## config.mk

```make
export PLATFORM = sky130hd
export DESIGN_NAME = frb_excess_detect
export DESIGN_NICKNAME = d
export VERILOG_FILES = /design/src/rtl/frb_excess_detect_pkg.sv /design/src/rtl/frb_excess_detect_sample_align_fifo.sv /design/src/rtl/frb_excess_detect.sv
export SDC_FILE = /design/constraint.sdc
export NUM_CORES = 1
export LEC_CHECK = 0
export BUFFER_PORTS_ARGS = -buffer_cell sky130_fd_sc_hd__buf_2
export CAP_MARGIN = 20
export CORE_MARGIN = 1.5
export CORE_UTILIZATION = 55
export DETAILED_ROUTE_END_ITERATION = 6
export GPL_TIMING_DRIVEN = 0
export PLACE_DENSITY = 0.8
export SLEW_MARGIN = 20
export SYNTH_ARGS = -nofsm -noshare
export SYNTH_HDL_FRONTEND = slang
export SYNTH_SLANG_ARGS = --single-unit
```

## constraint.sdc

```tcl
create_clock -name clk -period 25.7 [get_ports clk]
set_clock_uncertainty 0.05 [all_clocks]
set_input_delay 0 -clock clk [delete_from_list [all_inputs] [get_ports clk]]
set_output_delay 0 -clock clk [all_outputs]
set_load 0.02 [all_outputs]
```

## src/rtl/frb_excess_detect_pkg.sv

```systemverilog
// Shared definitions for the FRB excess detector: averager-compatible sample
// format defaults, detector state encoding and the excess width rule.
package frb_excess_detect_pkg;

  localparam int DIN_WIDTH_DEF = 32;
  localparam int DIN_POINT_DEF = 31;

  typedef enum logic [1:0] {
    ST_IDLE    = 2'd0,
    ST_RUN     = 2'd1,
    ST_HOLDOFF = 2'd2
  } state_e;

  // One guard bit makes din - avg exact for any pair of in-range samples.
  function automatic int excess_width(input int din_width);
    return din_width + 1;
  endfunction

endpackage

```

## src/rtl/frb_excess_detect_sample_align_fifo.sv

```systemverilog
// Register-based synchronous FIFO that holds raw samples until the averager
// output for the same sample arrives.
module frb_excess_detect_sample_align_fifo #(
  parameter int WIDTH = 32,
  parameter int DEPTH = 8
) (
  input  logic             clk,
  input  logic             rst,
  input  logic             push,
  input  logic [WIDTH-1:0] wdata,
  input  logic             pop,
  output logic [WIDTH-1:0] rdata,
  output logic             pop_ok,
  output logic             ovf_evt,
  output logic             udf_evt
);

  localparam int AW = (DEPTH > 1) ? $clog2(DEPTH) : 1;

  if (DEPTH < 2 || (DEPTH & (DEPTH - 1)) != 0) begin : g_bad_depth
    $error("sample_align_fifo: DEPTH must be a power of 2 and at least 2");
  end

  // Pointers carry one extra wrap bit so full and empty are distinguishable.
  logic [AW:0]      wr_ptr_q, wr_ptr_d;
  logic [AW:0]      rd_ptr_q, rd_ptr_d;
  logic [WIDTH-1:0] mem_q [DEPTH];
  logic [WIDTH-1:0] mem_d [DEPTH];
  logic             empty_s;
  logic             full_s;
  logic             pop_ok_s;
  logic             push_ok_s;

  // Access arbitration and next-state for pointers and storage
  always_comb begin
    empty_s   = (wr_ptr_q == rd_ptr_q);
    full_s    = (wr_ptr_q[AW-1:0] == rd_ptr_q[AW-1:0]) && (wr_ptr_q[AW] != rd_ptr_q[AW]);
    pop_ok_s  = pop && !empty_s;
    // A pop in the same cycle frees the slot a push into a full FIFO needs.
    push_ok_s = push && (!full_s || pop_ok_s);
    mem_d     = mem_q;
    wr_ptr_d  = wr_ptr_q;
    rd_ptr_d  = rd_ptr_q;
    if (push_ok_s) begin
      mem_d[wr_ptr_q[AW-1:0]] = wdata;
      wr_ptr_d = wr_ptr_q + {{AW{1'b0}}, 1'b1};
    end else begin
      wr_ptr_d = wr_ptr_q;
    end
    if (pop_ok_s) begin
      rd_ptr_d = rd_ptr_q + {{AW{1'b0}}, 1'b1};
    end else begin
      rd_ptr_d = rd_ptr_q;
    end
  end

  // Pointer and storage registers
  always_ff @(posedge clk or posedge rst) begin
    if (rst) begin
      wr_ptr_q <= '0;
      rd_ptr_q <= '0;
      mem_q    <= '{default: '0};
    end else begin
      wr_ptr_q <= wr_ptr_d;
      rd_ptr_q <= rd_ptr_d;
      mem_q    <= mem_d;
    end
  end

  assign rdata   = mem_q[rd_ptr_q[AW-1:0]];
  assign pop_ok  = pop_ok_s;
  assign ovf_evt = push && !push_ok_s;
  assign udf_evt = pop && empty_s;

endmodule

```

## src/rtl/frb_excess_detect.sv

```systemverilog
// Aligns raw samples with their moving-average baseline, computes the excess
// and reports one event per above-threshold run, followed by a holdoff window.
module frb_excess_detect
  import frb_excess_detect_pkg::*;
#(
  parameter int DIN_WIDTH   = DIN_WIDTH_DEF,
  parameter int DIN_POINT   = DIN_POINT_DEF,
  parameter int FIFO_DEPTH  = 8,
  parameter int MIN_RUN     = 2,
  parameter int HOLDOFF_LEN = 16,
  parameter int LEN_WIDTH   = 8,
  parameter int TS_WIDTH    = 32
) (
  input  logic                 clk,
  input  logic                 rst,
  input  logic [DIN_WIDTH-1:0] din,
  input  logic                 din_valid,
  input  logic [DIN_WIDTH-1:0] avg,
  input  logic                 avg_valid,
  input  logic [DIN_WIDTH:0]   thresh,
  output logic                 detect,
  output logic [TS_WIDTH-1:0]  det_time,
  output logic [DIN_WIDTH:0]   det_peak,
  output logic [LEN_WIDTH-1:0] det_len,
  output logic                 busy,
  output logic                 fifo_ovf,
  output logic                 align_err
);

  localparam int EX_W   = excess_width(DIN_WIDTH);
  localparam int HCNT_W = (HOLDOFF_LEN < 2) ? 1 : $clog2(HOLDOFF_LEN + 1);
  localparam logic [LEN_WIDTH-1:0] LEN_MAX    = {LEN_WIDTH{1'b1}};
  localparam logic [LEN_WIDTH-1:0] MIN_RUN_L  = LEN_WIDTH'(MIN_RUN);
  localparam logic [HCNT_W-1:0]    HOLD_INIT  = HCNT_W'(HOLDOFF_LEN);

  if (DIN_POINT < 0 || DIN_POINT >= DIN_WIDTH || MIN_RUN < 1) begin : g_bad_params
    $error("frb_excess_detect: DIN_POINT must lie inside DIN_WIDTH and MIN_RUN must be >= 1");
  end

  logic [DIN_WIDTH-1:0] head_s;
  logic                 pop_ok_s;
  logic                 ovf_evt_s;
  logic                 udf_evt_s;

  frb_excess_detect_sample_align_fifo #(
    .WIDTH (DIN_WIDTH),
    .DEPTH (FIFO_DEPTH)
  ) u_sample_align_fifo (
    .clk     (clk),
    .rst     (rst),
    .push    (din_valid),
    .wdata   (din),
    .pop     (avg_valid),
    .rdata   (head_s),
    .pop_ok  (pop_ok_s),
    .ovf_evt (ovf_evt_s),
    .udf_evt (udf_evt_s)
  );

  logic signed [EX_W-1:0] head_ext_s, avg_ext_s, diff_s;
  logic signed [EX_W-1:0] ex_q, ex_d;
  logic                   ex_valid_q, ex_valid_d;
  logic [TS_WIDTH-1:0]    ex_ts_q, ex_ts_d;
  logic [TS_WIDTH-1:0]    idx_q, idx_d;
  logic                   above_s;

  state_e                 state_q, state_d;
  logic [LEN_WIDTH-1:0]   run_cnt_q, run_cnt_d;
  logic signed [EX_W-1:0] peak_q, peak_d;
  logic [TS_WIDTH-1:0]    start_ts_q, start_ts_d;
  logic [HCNT_W-1:0]      hcnt_q, hcnt_d;
  logic                   detect_q, detect_d;
  logic [TS_WIDTH-1:0]    det_time_q, det_time_d;
  logic [EX_W-1:0]        det_peak_q, det_peak_d;
  logic [LEN_WIDTH-1:0]   det_len_q, det_len_d;
  logic                   busy_q, busy_d;
  logic                   fifo_ovf_q, fifo_ovf_d;
  logic                   align_err_q, align_err_d;

  // Excess stage: subtract baseline from the aligned raw sample on each good pop
  always_comb begin
    head_ext_s = {head_s[DIN_WIDTH-1], head_s};
    avg_ext_s  = {avg[DIN_WIDTH-1], avg};
    diff_s     = head_ext_s - avg_ext_s;
    ex_valid_d = pop_ok_s;
    if (pop_ok_s) begin
      ex_d    = diff_s;
      ex_ts_d = idx_q;
      idx_d   = idx_q + {{(TS_WIDTH-1){1'b0}}, 1'b1};
    end else begin
      ex_d    = ex_q;
      ex_ts_d = ex_ts_q;
      idx_d   = idx_q;
    end
    fifo_ovf_d  = fifo_ovf_q | ovf_evt_s;
    align_err_d = align_err_q | udf_evt_s;
  end

  assign above_s = ex_q > $signed(thresh);

  // Run detector next-state and event outputs; only evaluated samples advance it
  always_comb begin
    state_d    = state_q;
    run_cnt_d  = run_cnt_q;
    peak_d     = peak_q;
    start_ts_d = start_ts_q;
    hcnt_d     = hcnt_q;
    detect_d   = 1'b0;
    det_time_d = det_time_q;
    det_peak_d = det_peak_q;
    det_len_d  = det_len_q;
    if (ex_valid_q) begin
      case (state_q)
        ST_IDLE: begin
          if (above_s) begin
            state_d    = ST_RUN;
            run_cnt_d  = {{(LEN_WIDTH-1){1'b0}}, 1'b1};
            peak_d     = ex_q;
            start_ts_d = ex_ts_q;
          end else begin
            state_d = ST_IDLE;
          end
        end
        ST_RUN: begin
          if (above_s) begin
            if (run_cnt_q != LEN_MAX) begin
              run_cnt_d = run_cnt_q + {{(LEN_WIDTH-1){1'b0}}, 1'b1};
            end else begin
              run_cnt_d = run_cnt_q;
            end
            if (ex_q > peak_q) begin
              peak_d = ex_q;
            end else begin
              peak_d = peak_q;
            end
          end else if (run_cnt_q >= MIN_RUN_L) begin
            detect_d   = 1'b1;
            det_time_d = start_ts_q;
            det_peak_d = peak_q;
            det_len_d  = run_cnt_q;
            if (HOLDOFF_LEN == 0) begin
              state_d = ST_IDLE;
            end else begin
              state_d = ST_HOLDOFF;
              hcnt_d  = HOLD_INIT;
            end
          end else begin
            state_d = ST_IDLE;
          end
        end
        ST_HOLDOFF: begin
          hcnt_d = hcnt_q - {{(HCNT_W-1){1'b0}}, 1'b1};
          if (hcnt_q <= {{(HCNT_W-1){1'b0}}, 1'b1}) begin
            state_d = ST_IDLE;
          end else begin
            state_d = ST_HOLDOFF;
          end
        end
        default: begin
          state_d = ST_IDLE;
        end
      endcase
    end else begin
      state_d = state_q;
    end
    busy_d = (state_d != ST_IDLE);
  end

  // All datapath, detector and flag registers
  always_ff @(posedge clk or posedge rst) begin
    if (rst) begin
      ex_q        <= '0;
      ex_valid_q  <= 1'b0;
      ex_ts_q     <= '0;
      idx_q       <= '0;
      state_q     <= ST_IDLE;
      run_cnt_q   <= '0;
      peak_q      <= '0;
      start_ts_q  <= '0;
      hcnt_q      <= '0;
      detect_q    <= 1'b0;
      det_time_q  <= '0;
      det_peak_q  <= '0;
      det_len_q   <= '0;
      busy_q      <= 1'b0;
      fifo_ovf_q  <= 1'b0;
      align_err_q <= 1'b0;
    end else begin
      ex_q        <= ex_d;
      ex_valid_q  <= ex_valid_d;
      ex_ts_q     <= ex_ts_d;
      idx_q       <= idx_d;
      state_q     <= state_d;
      run_cnt_q   <= run_cnt_d;
      peak_q      <= peak_d;
      start_ts_q  <= start_ts_d;
      hcnt_q      <= hcnt_d;
      detect_q    <= detect_d;
      det_time_q  <= det_time_d;
      det_peak_q  <= det_peak_d;
      det_len_q   <= det_len_d;
      busy_q      <= busy_d;
      fifo_ovf_q  <= fifo_ovf_d;
      align_err_q <= align_err_d;
    end
  end

  assign detect    = detect_q;
  assign det_time  = det_time_q;
  assign det_peak  = det_peak_q;
  assign det_len   = det_len_q;
  assign busy      = busy_q;
  assign fifo_ovf  = fifo_ovf_q;
  assign align_err = align_err_q;

endmodule

```

==> impl_metrics.yaml <==
run_status:
  status: "completed"
grt:
  grt_max_degree: 105
  grt_pass1_vias: 17858
  grt-ovfl-total: 0
  track_usage: 0.2586
  grt_pass1_wl_mm: 95.41
  antenna_found_initial: 2
route:
  avgViaCountPerCell: 5.784
  via_count: 16791
  drt_iter0_drc: 1345
  postRouteAntennaNets: 0
  routed_wl_mm: 59.86
  first_pass_iters: 5
  avgRoutedWirePerCell_um: 20.62
  drc: 0
layout:
  mostFrequentLayoutCell: "dfrtp_1"
  stdcell_count: 2903
  mostFrequentLayoutCells: "dfrtp_1, mux2_2, buf_2, nand2_1, inv_1"
  syn2layout_area_growth_pct: 16.76
  layout-drive-gt1-share: 0.3482
  diodes: 0
  final_nets: 2465
die:
  coreArea_um2: 45380
  rows: 78
  io_pins: 178
  die_area_um2: 47370
  die_h_um: 217.7
  die_w_um: 217.7
  initial_utilization: 0.5584
clock_network:
  numCtsBuffers: 54
  cts_root_buf: "clkbuf_16"
  h-tree-depth: 2
  cts_buffer_depth: 3
  cts_setup_buffers: 0
  clock-sinks: 519
  clk_latency_ps: 620
  clk_pin_slew_ps: 60
  tritoncts: "built"
worst_setup_path:
  end_kind: "register"
  cp_cell_sequence: "clkbuf_1, buf_1, clkbuf_1, mux4_2, mux2_2, ha_1, a21oi_1, nand2_1, o21ai_0, a21oi_1, o41a_1, o221ai_1, nand4_1, dlygate4sd3_1, nand3_1"
  start_kind: "register"
  cp.required_ps: 26200
  critical_path.top_delay_family: "buffers and inverters"
  path_buf_inv: 4
  cpPeakStageDelay_ps: 750
  path_class: "register to register"
  critPathMaxFanout: 10
  worst_path_max_delay_cell: "buf_1"
  crit_arrival_ps: 6360
synth:
  synthCells: 1967
  avgSynthCellArea_um2: 12.88
  synthArstFlopShare: 1.000
  ys.flop_type: "dfrtp_1"
  netlist_area_um2: 25340
  yosysUniqueCellTypes: 72
  yosysSeqAreaShare: 0.5125
  syn_nets: 2174
  yosys_warnings: 0
  synth-edff-count: 0
  yosys_register_bits: 519
sta:
  clock.fmax_ghz: 0.1706
  finalSetupTns_ps: 0
  min_period_ps: 5861
  rsz0062_at_grt: "no"
  timing.final.max_slew_violations: 0
  relSlewSlack: 0.3269
  post-route-period-util: 0.2280
  finalHoldViolCount: 0
  finalSetupViolCount: 0
  worst_pin_slew_ps: 1010
pwr:
  max-vdd-ir-drop_mv: 0.08881
  power_density_nw_per_um2: 136.8
  p_leak_nw: 14.14
placed_design:
  port_buffers: 177
  gp_congestion: 0.9008
  dp.cells: 2749
  dp_hpwl_mm: 41.93
min_path:
  min_path_type: "primary input to register"
flow_run:
  cap_violations: 0
where the power goes:
part | internal (mW) | switching (mW)
sequential | 1.15 | 0.219
clock | 0.499 | 0.337
combinational | 0.920 | 0.924
total | 2.57 | 1.48
layer usage:
layer	vias to the layer above	part of all wire	GRT usage
met3	158	0.054	0.04965
met4	4	0.043	0.1106
met2	474	0.49	0.4318
met1	8572	0.41	0.3300
met5	-	0.00048	0
li1	7583	-	-
cells in the mapped netlist (29+ instances only):
cell,count,area share
mux2_2,342,0.15
mux2_4,60,0.036
nand4_1,34,0.0084
ha_1,105,0.052
mux4_2,64,0.057
xor2_1,29,0.010
buf_2,40,0.0079
xnor2_1,39,0.013
clkbuf_1,32,0.0047
dfrtp_1,519,0.51
inv_1,121,0.018
nand2_1,185,0.027
a21oi_1,56,0.011
a21o_1,30,0.0089
o21ai_0,60,0.012
nor2_1,41,0.0061
path summary, 6_finish.rpt:
check                                                             from                                          to  slack (ps)  depth (start not counted)
min in group asynchronous                                          rst                    det_peak[25]$_DFFE_PP0P_         510                          4
hold reg to reg                                  idx_q[31]$_DFFE_PP0P_                       idx_q[31]$_DFFE_PP0P_         420                          1
hold / removal                                                 avg[20]                        ex_q[20]$_DFFE_PP0P_          10                          5
max in group asynchronous                                          rst  u_sample_align_fifo.mem_q[166]$_DFFE_PP0P_       23380                          7
setup reg to reg           u_sample_align_fifo.rd_ptr_q[1]$_DFFE_PP0P_                        ex_q[31]$_DFFE_PP0P_       19840                         15
setup / recovery           u_sample_align_fifo.rd_ptr_q[1]$_DFFE_PP0P_                        ex_q[31]$_DFFE_PP0P_       19840                         15
worst register-to-register path: stages (launching register included):
cell and delay (ps):
dfrtp_1 370, clkbuf_1 240, buf_1 750, clkbuf_1 700, mux4_2 400, mux2_2 290, ha_1 350, a21oi_1 260
nand2_1 110, o21ai_0 340, a21oi_1 210, o41a_1 500, o221ai_1 380, nand4_1 150, dlygate4sd3_1 610, nand3_1 90
logic make-up (layout without fill, tap and decap cells):
logic type      count (synthesis)  after routing  share of synthesized area
fa+ha+maj                     106            106                    0.05263
xor+xnor                       68             68                    0.02350
buf+inv                       213            549                    0.03619
compound gates                207            207                    0.05115
simple gates                  364            364                    0.06907
mux                           490            490                     0.2550
flops                         519            519                     0.5125
final cells by class:
| cell class | count | area [um2] |
|---|---|---|
| fillers | 3201 | 15790 |
| clock buffers | 71 | 1516 |
| plain buffers | 91 | 459.2 |
| clock inverters | 30 | 419.2 |
| well taps | 600 | 750.7 |
| inverters | 122 | 465.4 |
| repair buffers | 235 | 1554 |
| multi-input cells | 1235 | 11440 |
| flip-flops and latches | 519 | 12990 |
flip-flops by register name (all words and copies together) (netlist names):
name	flops
fifo_ovf	1
detect	1
start_ts_q	32
u_sample_align_fifo.mem_q	256
ex_ts_q	32
u_sample_align_fifo.wr_ptr_q	4
state_q	2
busy	1
det_time	32
peak_q	33
ex_q	33
align_err	1
det_peak	33
ex_valid_q	1
idx_q	32
det_len	8
run_cnt_q	8
u_sample_align_fifo.rd_ptr_q	4
hcnt_q	5
what timing repair did:
item                                   CTS  global route
endpoints found under the hold margin  517             0
resized for setup                        0             0
hold buffers                            53             0
metrics by stage:
stage               area (um2)  worst slack, ps  power, mW  utilization  hold slack (ps)
CTS                      29590            19880      4.046       0.6520           0.7223
detailed placement       27120            20320      3.169       0.5977           -18.25
global route             29590            19570      4.293       0.6520            41.58
global placement         26980             6730      3.076       0.5945            243.6
floorplan                25340            11150      2.702            -            81.68
finish                   29590            19840      4.049       0.6520            14.23
Note: power is estimated with default switching activity, not from simulation.
